File: src/rtl/coin_pkg.sv
// Shared constants and channel-state encoding for the coin conditioning stage.
`timescale 1ns/1ps
package coin_pkg;

  localparam int DEF_DEBOUNCE_CYCLES = 4;
  localparam int DEF_JAM_CYCLES      = 64;
  localparam int DEF_CNT_W           = 8;

  typedef logic [1:0] ch_state_t;

  localparam logic [1:0] ST_IDLE   = 2'd0;
  localparam logic [1:0] ST_PRESS  = 2'd1;
  localparam logic [1:0] ST_HELD   = 2'd2;
  localparam logic [1:0] ST_JAMMED = 2'd3;

endpackage

File: src/rtl/coin_debounce.sv
// One coin channel: 2-flop synchronizer, debounce FSM, one-shot request and jam flag.
//
// state  | meaning
// IDLE   | sensor released, waiting for a high sample
// PRESS  | counting consecutive high samples toward acceptance
// HELD   | press accepted; watching for release or a stuck-high sensor
// JAMMED | sensor stuck high; waits for a debounced release
`timescale 1ns/1ps
module coin_debounce
  import coin_pkg::*;
#(
  parameter int DEBOUNCE_CYCLES = DEF_DEBOUNCE_CYCLES,
  parameter int JAM_CYCLES      = DEF_JAM_CYCLES,
  parameter int CNT_W           = DEF_CNT_W
) (
  input  logic clk,
  input  logic reset,
  input  logic raw_i,
  output logic req_o,
  output logic jam_ch_o
);

  localparam logic [CNT_W-1:0] DEB_C = CNT_W'(DEBOUNCE_CYCLES);
  localparam logic [CNT_W-1:0] JAM_C = CNT_W'(JAM_CYCLES);
  localparam logic [CNT_W-1:0] ONE_C = CNT_W'(1);

  logic             sync1_q;
  logic             s_q;
  ch_state_t        state_q, state_d;
  logic [CNT_W-1:0] cnt_q, cnt_d;
  logic [CNT_W-1:0] rel_q, rel_d;
  logic [CNT_W-1:0] cnt_inc;
  logic [CNT_W-1:0] rel_inc;
  logic             req_d;

  assign cnt_inc = cnt_q + ONE_C;
  assign rel_inc = rel_q + ONE_C;

  always_ff @(posedge clk or posedge reset) begin
    if (reset) begin
      sync1_q <= 1'b0;
      s_q     <= 1'b0;
    end else begin
      sync1_q <= raw_i;
      s_q     <= sync1_q;
    end
  end

  always_comb begin
    state_d = state_q;
    cnt_d   = cnt_q;
    rel_d   = rel_q;
    req_d   = 1'b0;
    case (state_q)
      ST_IDLE: begin
        rel_d = '0;
        if (s_q) begin
          state_d = ST_PRESS;
          cnt_d   = ONE_C;
        end else begin
          cnt_d = '0;
        end
      end
      ST_PRESS: begin
        if (!s_q) begin
          state_d = ST_IDLE;
          cnt_d   = '0;
        end else if (cnt_q == DEB_C) begin
          state_d = ST_HELD;
          req_d   = 1'b1;
          cnt_d   = '0;
          rel_d   = '0;
        end else begin
          cnt_d = cnt_inc;
        end
      end
      ST_HELD: begin
        // cnt_q tracks high samples, rel_q tracks consecutive low samples
        if (!s_q) begin
          if (rel_inc == DEB_C) begin
            state_d = ST_IDLE;
            cnt_d   = '0;
            rel_d   = '0;
          end else begin
            rel_d = rel_inc;
          end
        end else begin
          rel_d = '0;
          if (cnt_inc == JAM_C) begin
            state_d = ST_JAMMED;
            cnt_d   = '0;
          end else begin
            cnt_d = cnt_inc;
          end
        end
      end
      ST_JAMMED: begin
        if (!s_q) begin
          if (rel_inc == DEB_C) begin
            state_d = ST_IDLE;
            cnt_d   = '0;
            rel_d   = '0;
          end else begin
            rel_d = rel_inc;
          end
        end else begin
          rel_d = '0;
        end
      end
      default: begin
        state_d = ST_IDLE;
        cnt_d   = '0;
        rel_d   = '0;
      end
    endcase
  end

  always_ff @(posedge clk or posedge reset) begin
    if (reset) begin
      state_q <= ST_IDLE;
      cnt_q   <= '0;
      rel_q   <= '0;
    end else begin
      state_q <= state_d;
      cnt_q   <= cnt_d;
      rel_q   <= rel_d;
    end
  end

  // Combinational so the top's output register lands the pulse on the accepting edge.
  assign req_o    = req_d;
  assign jam_ch_o = (state_q == ST_JAMMED);

endmodule

File: src/rtl/coin_pulse_gen.sv
// Coin input conditioner: two debounced channels feeding a 10-first arbiter that
// defers a colliding 5-unit pulse by one cycle, plus a registered jam summary.
`timescale 1ns/1ps
module coin_pulse_gen
  import coin_pkg::*;
#(
  parameter int DEBOUNCE_CYCLES = DEF_DEBOUNCE_CYCLES,
  parameter int JAM_CYCLES      = DEF_JAM_CYCLES,
  parameter int CNT_W           = DEF_CNT_W
) (
  input  logic clk,
  input  logic reset,
  input  logic coin5_raw,
  input  logic coin10_raw,
  output logic in5,
  output logic in10,
  output logic jam
);

  logic req5, req10;
  logic jam5, jam10;
  logic pend_q, pend_d;
  logic in5_q, in5_d;
  logic in10_q, in10_d;
  logic jam_q, jam_d;

  coin_debounce #(
    .DEBOUNCE_CYCLES (DEBOUNCE_CYCLES),
    .JAM_CYCLES      (JAM_CYCLES),
    .CNT_W           (CNT_W)
  ) u_ch5 (
    .clk      (clk),
    .reset    (reset),
    .raw_i    (coin5_raw),
    .req_o    (req5),
    .jam_ch_o (jam5)
  );

  coin_debounce #(
    .DEBOUNCE_CYCLES (DEBOUNCE_CYCLES),
    .JAM_CYCLES      (JAM_CYCLES),
    .CNT_W           (CNT_W)
  ) u_ch10 (
    .clk      (clk),
    .reset    (reset),
    .raw_i    (coin10_raw),
    .req_o    (req10),
    .jam_ch_o (jam10)
  );

  always_comb begin
    in5_d  = 1'b0;
    in10_d = 1'b0;
    pend_d = 1'b0;
    if (req10) begin
      in10_d = 1'b1;
      pend_d = pend_q | req5;
    end else if (pend_q) begin
      // a fresh req5 here re-arms the flag so it is still not dropped
      in5_d  = 1'b1;
      pend_d = req5;
    end else begin
      in5_d = req5;
    end
    jam_d = jam5 | jam10;
  end

  always_ff @(posedge clk or posedge reset) begin
    if (reset) begin
      pend_q <= 1'b0;
      in5_q  <= 1'b0;
      in10_q <= 1'b0;
      jam_q  <= 1'b0;
    end else begin
      pend_q <= pend_d;
      in5_q  <= in5_d;
      in10_q <= in10_d;
      jam_q  <= jam_d;
    end
  end

  assign in5  = in5_q;
  assign in10 = in10_q;
  assign jam  = jam_q;

endmodule

File: config.mk
export PLATFORM = sky130hd
export DESIGN_NAME = coin_pulse_gen
export DESIGN_NICKNAME = d
export VERILOG_FILES = /design/src/rtl/coin_pkg.sv /design/src/rtl/coin_debounce.sv /design/src/rtl/coin_pulse_gen.sv
export SDC_FILE = /design/constraint.sdc
export NUM_CORES = 1
export LEC_CHECK = 0
export ABC_AREA = 1
export CORE_ASPECT_RATIO = 1.25
export CORE_MARGIN = 2
export CORE_UTILIZATION = 50
export CTS_BUF_LIST = sky130_fd_sc_hd__clkbuf_4
export DETAILED_ROUTE_END_ITERATION = 16
export PLACE_DENSITY_LB_ADDON = 0.08
export SLEW_MARGIN = 10
export SYNTH_ARGS = -nofsm -noshare
export SYNTH_HDL_FRONTEND = slang
export SYNTH_SLANG_ARGS = --single-unit
export TNS_END_PERCENT = 1
File: constraint.sdc
create_clock -name clk -period 5.1 [get_ports clk]
set_input_delay 1.02 -clock clk [delete_from_list [all_inputs] [get_ports clk]]
set_output_delay 1.02 -clock clk [all_outputs]
set_load 0.03 [all_outputs]
# Yosys cells after proc, flatten, opt, wreduce, memory -nomap -nowiden
# Index checks and enable logic that the tools add are counted.
# op_classes
addsub,4
n_eq_ne,24
mux,53
bitwise_logic,2
reduce_logical,8
# ops
cell,count
2-to-1 mux 8 bit,20
one-hot mux 8 bit (4 select lines),2
one-hot mux 8 bit (3 select lines),2
adder 8 x 1 -> 8 bit (second input constant),4
equality test 8 x 3 -> 1 bit (second input constant),4
2-to-1 mux 2 bit,14
equality test 8 x 7 -> 1 bit (second input constant),2
one-hot mux 2 bit (4 select lines),2
2-to-1 mux 1 bit,13
!= test 2 x 1 -> 1 bit (second input constant),6
!= test 3 bit (second input constant),4
equality test 2 bit (second input constant),4
AND reduction 4 bit,2
equality test 2 x 1 -> 1 bit (second input constant),2
zero test 2 bit,2
!= test 2 bit (second input constant),2
AND reduction 2 bit,2
OR reduction 2 bit,2
OR 1 bit,2
# word_totals
ff_bits,44
in_bits,4
output_inout_bits,3
elab_cells,105

# Logic depth before layout (Yosys ltp)
# Gate-level depths: netlist (run 1).
# depth
word_depth,6
ltp_mapped,12
ltp_nobuf,12

# Hierarchy
# Synthesis (run 1) repeated with hierarchy kept, for this count alone.
# unflattened
hier_cells,431
hier_area_um2,3005.4
# by_module_without_submodules
mod,instances,cells_each,area_each_um2,seq_area_each_um2
coin_debounce (u_ch5),1,210,1481.4,500.5
coin_debounce (u_ch10),1,210,1393.8,500.5
coin_pulse_gen,1,11,130.1,100.1

# Worst setup path before layout (run 1)
# OpenSTA, ideal clock, no wires.
# synth_timing
path_kind,reg-to-reg
start,register u_ch10.cnt_q[0]
end,register u_ch10.state_q[1]
setup_ps,125
t_arrival_ps,1471
required_time_ps,4975
setup_slack_ps,3504
path_stages_with_launch,12
n_path_buf,0
period_less_slack_ps,1596
path_cell_list,dfrtp_1 > inv_1 > ha_1 > nand3_1 > o21ai_1 > nand2_1 > nor2_1 > nand3_1 > nand2_1 > nand2_2 > o21ai_0 > o21ai_1
# synth_via
elab_chain_cells,4
# synth_lines
item,line_no,text
"start, declared",coin_debounce.sv:30,"logic [CNT_W-1:0] cnt_q, cnt_d;"
"start signal, assigned",coin_debounce.sv:125,cnt_q <= cnt_d;
adder 8 x 1 -> 8 bit,coin_debounce.sv:36,assign cnt_inc = cnt_q + ONE_C;
equality test 8 x 7 -> 1 bit,coin_debounce.sv:89,if (cnt_inc == JAM_C) begin
!= test 3 bit (no line),n/a,
AND reduction 4 bit (no line) *,n/a,
"end signal, assigned",coin_debounce.sv:124,state_q <= state_d;
"end, declared",coin_debounce.sv:29,"ch_state_t state_q, state_d;"
# Every way passes the cells marked *; elsewhere a longest branch is shown, timed or not.
# A chain may end at the register's enable or synchronous reset.

# Worst setup path after layout (run 1)
# layout_timing
start,register jam_q (netlist: jam)
end,output port jam
# layout_rtl
item,line_no,text
"start, declared",coin_pulse_gen.sv:25,"logic jam_q, jam_d;"
"start signal, assigned",coin_pulse_gen.sv:78,jam_q <= jam_d;
"end, declared",coin_pulse_gen.sv:17,output logic jam
# No word-level cell between the ends.

==> run summary, run 1 <==
Mux contribution to synthesized area: 0
Iter 0 DRT Violations: 107
Synth-to-Final Area Change: 8.29%
Worst r2r path cells: 10
Row cnt: 29
Slowest stage delay, CP: 0.66 ns
Hold path depth: 0
Syn Std Cell Area: 0.00264 sq mm
Slew Limit Fails: 0
Worst vdd rail ir drop: 0.000290 V
First-pass GRT wire length: 9400 um
Post-synthesis compound-gate area fraction: 0.142
Slew @ Worst Pin: 0.875 ns
Largest family of logic cells by synthesized area: simple AND/OR/NAND/NOR gates
Clock-pin slew on the worst setup and hold paths: 0.13 ns
Cts repair resizes: 0
Final period utilization: 0.470
Initial core utilization: 0.520
Full die area: 0.00588 sq mm
Yosys cell types: 27
TritonCTS clock tree: done
Static Leak: 1.32 nW
ANT cells: 0
TNS Setup: 0 ns
Simple-Gate Fraction of Synth Area: 0.310
Critical path type: reg2out
Root buf cell: clkbuf_4
Die Height: 85.2 um
Synth Area in XOR/XNOR: 0.0166
Critical Path AT: 1.38 ns
GRT overflow: 0
Setup violators final: 0
Hold buffers post-CTS: 0
RSZ-0062 raised after global routing: no
Met1 Use GR: 0.244
Sw frac: 0.394
CP top delay family: buffers and inverters
Initial antenna violation count: 0
Crit end category: output port
Busiest layer in global routing: met2
CTS HTree Levels: 2
Synth Instances: 375
Final hold vios: 0
Inserted Clock Buffers: 5
Hold EP: u_ch5.s_q
Post-Synth Adder-Cell Area: 0.0370
YS warnings: 0
Pint: 0.693 mW
DR WL/cell: 11.8 um
Worst r2r dst: u_ch5.cnt_q[6]
CTS Buffer Depth: 2
Vias/cell: 5.27
Crit path buffers/inverters: 1
Yosys reg bits: 44
Power per cell area: 400 mW/mm^2
Sw Pwr: 0.450 mW
Worst hold start: u_ch5.sync1_q
Seq/Total Area, Yosys: 0.417
Drt total wl: 5250 um
Syn_area_per_cell: 7.04 sq um
Largest net degree at the start of global routing: 45
Final net count: 395
Gp weighted congestion: 0.846
DP HPWL: 3890 um
Core area: 0.00508 sq mm
Met3 Use GR: 0.0398
Net Count, Synth: 386
Layout cells sized above 1: 0.0469
Worst-path cell chain: clkdlybuf4s50_1
Peak fanout along the critical path: 1
Dpl ws: 2.89 ns
Met2 track utilization from global routing: 0.363
Final Critical Period: 2.40 ns
Worst min path class: reg2reg
Flop pwr share: 0.426
CP Launch Type: register
Reg2reg start: u_ch5.rel_q[0]
Top Ports: 7
Number of buffers added on ports: 6
Slowest CP cell: clkdlybuf4s50_1
Critical Path RT: 4.08 ns
# DRC: 0
Fin Clk Skew: 0.0239 ns
Max-cap violations: 0
Die Width: 69.0 um
Post-CTS setup buffers: 0
Total GRT Usage: 0.206
Util after Layout: 0.563
Vias in the first global route: 2,252
Clk_lat worst skew: 0.36 ns
Max Freq: 417 MHz
Vias: 2,350
Antenna Nets Post-Route: 0
Reg2Reg Setup Slack: 3.19 ns
Clock tree sinks: 44
Clock Power Share: 0.228
Outcome: completed
Final Worst Setup Slack: 2.70 ns
Drt first pass iters: 6
Combinational share of power: 0.346
Rel. slew slack: 0.416
## synthesized netlist by cell type
library cell	number	area, sq um
nand2_2	5	31.3
nand3b_1	1	7.51
o21ai_2	1	8.76
nand2_1	98	368
o31ai_1	1	7.51
nor2_1	42	158
inv_2	1	3.75
nor3_1	1	5.00
o21bai_1	2	15.0
nand3_2	1	10.0
nor2_2	2	12.5
xor2_1	5	43.8
nand4_1	5	31.3
ha_1	7	87.6
a2bb2oi_1	1	8.76
buf_2	1	5.00
maj3_1	1	10.0
a21oi_1	5	25.0
o21ai_0	43	215
o22ai_1	4	25.0
o21ai_1	11	55.1
inv_1	49	184
clkbuf_1	3	11.3
dfrtp_1	44	1100
nand3_1	39	195
a22oi_1	1	7.51
o21a_1	1	7.51
## registers in the layout (all words and copies together), names as in the netlist, 2 cells and up
signal and count:
u_ch5.rel_q 8, u_ch10.cnt_q 8, u_ch10.state_q 2, u_ch10.rel_q 8, u_ch5.cnt_q 8, u_ch5.state_q 2
## cell type report
type,count,area [sq um]
well taps,62,77.6
repair buffers,6,60.1
multi-input cells,277,1340
clock buffers,5,37.5
flip-flops and latches,44,1100
inverters,50,188
fillers,513,2220
clock inverters,2,60.1
## how the worst max path moves through the flow
stage | cells past startpoint | endpoint | from | slack [ns]
6_report | 1 | jam | jam | 2.70
5_1_grt | 1 | in5 | in5 | 2.62
4_1_cts | 1 | jam | jam | 2.66
3_5_place_dp | 2 | u_ch5.rel_q[6] | reset | 2.89
3_3_place_gp | 2 | u_ch10.cnt_q[5] | reset | 2.91
2_1_floorplan | 1 | in10 | reset | 3.05
## power by group through the flow
stage / Clock (mW) / Combinational (mW) / Sequential [mW]
global route: 0.287 / 0.463 / 0.502
detailed placement: 0 / 0.401 / 0.493
finish: 0.261 / 0.396 / 0.487
CTS: 0.270 / 0.403 / 0.486
floorplan: 0 / 0.315 / 0.476
global placement: 0 / 0.398 / 0.491
## cell families (layout without fill, tap and decap cells)
| group | after synthesis | in the layout |
|---|---|---|
| flip-flops | 44 | 44 |
| buffers and inverters | 54 | 63 |
| XOR/XNOR | 5 | 5 |
| adder cells (fa/ha/maj) | 8 | 8 |
| AND/OR/NAND/NOR | 194 | 194 |
| AO/OA/AOI/OAI | 70 | 70 |
## cells in the final DEF (no fill, tap or decap)
| cell type | n |
|---|---|
| a2bb2oi_1 | 1 |
| o21a_1 | 1 |
| nand3_2 | 1 |
| ha_1 | 7 |
| nand2_1 | 98 |
| o21ai_2 | 1 |
| o21bai_1 | 2 |
| a22oi_1 | 1 |
| nor3_1 | 1 |
| nand3_1 | 39 |
| nand3b_1 | 1 |
| bufinv_16 | 2 |
| o22ai_1 | 4 |
| nand2_2 | 5 |
| nand4_1 | 5 |
| clkdlybuf4s50_1 | 6 |
| maj3_1 | 1 |
| o21ai_0 | 43 |
| nor2_1 | 42 |
| o21ai_1 | 11 |
| inv_2 | 2 |
| dfrtp_1 | 44 |
| clkbuf_4 | 5 |
| a21oi_1 | 5 |
| inv_1 | 48 |
| nor2_2 | 2 |
| o31ai_1 | 1 |
| xor2_1 | 5 |
## through the flow
stage / hold slack, ns / instance area, sq um / power (mW) / instances
finish: 0.365 / 2860 / 1.14 / 446
global route: 0.367 / 2860 / 1.25 / 446
CTS: 0.370 / 2860 / 1.16 / 446
detailed placement: 0.343 / 2760 / 0.895 / 439
global placement: 0.336 / 2760 / 0.889 / 439
floorplan: 0.331 / 2640 / 0.791 / 375
## routing by layer
layer | vias up | part of all wire
met3 | 7 | 0.021
met1 | 1080 | 0.45
li1 | 1238 | -
met2 | 25 | 0.52
met5 | - | 0
met4 | 0 | 0.014
Note: power is estimated with default switching activity, not from simulation.
==> run 2: changes to the inputs <==
==> constraint.sdc (replaced) <==
create_clock -name clk -period 2.5 [get_ports clk]
set_input_delay 0.5 -clock clk [delete_from_list [all_inputs] [get_ports clk]]
set_output_delay 0.5 -clock clk [all_outputs]
set_load 0.03 [all_outputs]
==> run summary, run 2 (same netlist as run 1, synthesis figures left out) <==
Outcome: completed
Worst-path cell chain: clkdlybuf4s50_1
Slowest stage delay, CP: 0.66 ns (about the same)
Dpl ws: 0.666 ns (-2.23 ns)
Commonest non-fill, non-tap cell in the layout: nand2_1
Hold EP: u_ch10.s_q
Met1 WL: 2530 um (+7.5%)
Root buf cell: clkbuf_4
CP top delay family: buffers and inverters
Clock Power Share: 0.203 (-0.025)
Pint: 1.34 mW (+93%)
Die Height: 85.2 um (unchanged)
Worst hold start: u_ch10.sync1_q
Antenna Nets Post-Route: 0 (unchanged)
Critical Path AT: 1.38 ns (about the same)
Vias in the first global route: 2,330 (+3.5%)
Reg2reg start: u_ch5.rel_q[0]
Post-CTS setup buffers: 0 (unchanged)
Rel. slew slack: 0.628 (+0.212)
Drt first pass iters: 5 (-1)
Fin Clk Skew: 0.0151 ns (-0.00876 ns)
Clk_lat worst skew: 0.36 ns (about the same)
Die Width: 69.0 um (unchanged)
Sw frac: 0.419 (+0.0255)
Combinational share of power: 0.374 (+0.028)
Hold path depth: 0 (unchanged)
Setup violators final: 0 (unchanged)
# DRC: 0 (unchanged)
Commonest non-fill, non-tap cells in the layout: nand2_1, inv_1, dfrtp_1
GRT overflow: 0 (unchanged)
Cts repair resizes: 0 (unchanged)
CTS HTree Levels: 2 (unchanged)
Final Worst Setup Slack: 0.621 ns (-2.08 ns)
Gp weighted congestion: 0.851 (+0.58%)
Top Ports: 7 (unchanged)
Core area: 0.00508 sq mm (unchanged)
TNS Setup: 0 ns (unchanged)
Slew Limit Fails: 0 (unchanged)
Initial core utilization: 0.520 (unchanged)
Inserted Clock Buffers: 5 (unchanged)
Routed wl met3: 94 um (-16%)
Iter 0 DRT Violations: 127 (+19%)
Worst r2r path cells: 11 (+1)
ANT cells: 0 (unchanged)
Max-cap violations: 0 (unchanged)
Critical Path RT: 2.00 ns (-2.08 ns)
Final hold vios: 0 (unchanged)
Clock-pin slew on the worst setup and hold paths: 0.15 ns (+0.02 ns)
Final net count: 397 (+0.51%)
Number of buffers added on ports: 6 (unchanged)
Layout cells sized above 1: 0.0543 (+0.00739)
Row cnt: 29 (unchanged)
Power per cell area: 804 mW/mm^2 (+100%)
Layout fillers: 529 (+3.1%)
WL met2: 2800 um (+3.4%)
Worst min path class: reg2reg
Multi-input gate area: 0.00134 sq mm (unchanged)
Max Used Layer: met4
Static Leak: 1.32 nW (+0.28%)
Initial antenna violation count: 0 (unchanged)
Worst r2r dst: u_ch5.cnt_q[5]
Final period utilization: 0.752
Largest net degree at the start of global routing: 45 (unchanged)
Vias/cell: 5.33 (+1.1%)
Final Critical Period: 1.88 ns
Crit end category: output port
Sw Pwr: 0.964 mW (+110%)
Peak fanout along the critical path: 1 (unchanged)
Slew @ Worst Pin: 0.558 ns (-0.317 ns)
DP HPWL: 3990 um (+2.7%)
Flop pwr share: 0.422 (-0.004)
First-pass GRT wire length: 9880 um (+5.1%)
Reg2Reg Setup Slack: 0.64 ns (-2.55 ns)
Drt total wl: 5460 um (+4.1%)
Reg area: 0.00110 sq mm (unchanged)
CP Launch Type: register
RSZ-0062 raised after global routing: no
Hold buffers post-CTS: 0 (unchanged)
Clock tree sinks: 44 (unchanged)
DR WL/cell: 12.2 um (+3.4%)
TritonCTS clock tree: done
Worst vdd rail ir drop: 0.000349 V (+20%)
Crit path buffers/inverters: 1 (unchanged)
Vias: 2,392 (+1.8%)
Total GRT Usage: 0.217 (+0.0113)
Critical path type: reg2out
Synth-to-Final Area Change: 8.39% (about the same)
Critical path depth: 1 (unchanged)
Full die area: 0.00588 sq mm (unchanged)
CTS Buffer Depth: 2 (unchanged)
Slowest CP cell: clkdlybuf4s50_1
Max Freq: 532 MHz
-- run 2: changes by cell type in the layout (fill, tap and decap cells not counted) --
cell,previous run,this run
bufinv_16,2,1
buf_4,0,2
clkinv_4,0,2
-- run 2: routing by layer --
metal,track usage,vias to the layer above
met5,0,-
met4,0.0713,0
met3,0.0385,4
met2,0.373,24
met1,0.270,1122
li1,-,1242
-- run 2: worst max-delay path by stage --
stage                    startpoint           endpoint
global placement     u_ch5.rel_q[0]     u_ch5.cnt_q[5]
floorplan           u_ch10.cnt_q[0]  u_ch10.state_q[1]
detailed placement   u_ch5.rel_q[0]     u_ch5.cnt_q[6]
CTS                            in10               in10
finish                         in10               in10
global route         u_ch5.rel_q[0]     u_ch5.cnt_q[7]
-- run 2: power by group through the flow --
stage / sequential (mW) / combinational [mW] / clock, mW
floorplan: 0.972 / 0.642 / 0
global placement: 0.979 / 0.853 / 0
detailed placement: 0.982 / 0.865 / 0
CTS: 0.970 / 0.870 / 0.493
global route: 0.990 / 1.00 / 0.521
finish: 0.971 / 0.861 / 0.467
-- run 2: stage by stage --
stage / power, mW / cell area [sq um] / hold slack [ns] / std cells / util
after CTS: 2.33 / 2860 / 0.364 / 449 / 0.563
after floorplan: 1.61 / 2640 / 0.331 / 375 / -
after detailed placement: 1.85 / 2780 / 0.335 / 441 / 0.547
after global placement: 1.83 / 2780 / 0.336 / 441 / 0.547
after global routing: 2.51 / 2860 / 0.375 / 449 / 0.563
final: 2.30 / 2860 / 0.359 / 449 / 0.563
-- run 2: area by class of cell --
cell class,count,area share
inverters,50,0.0656
flip-flops and latches,44,0.385
repair buffers,8,0.0262
clock buffers,5,0.0131
multi-input cells,277,0.467
clock inverters,3,0.0166
well taps,62,0.0271
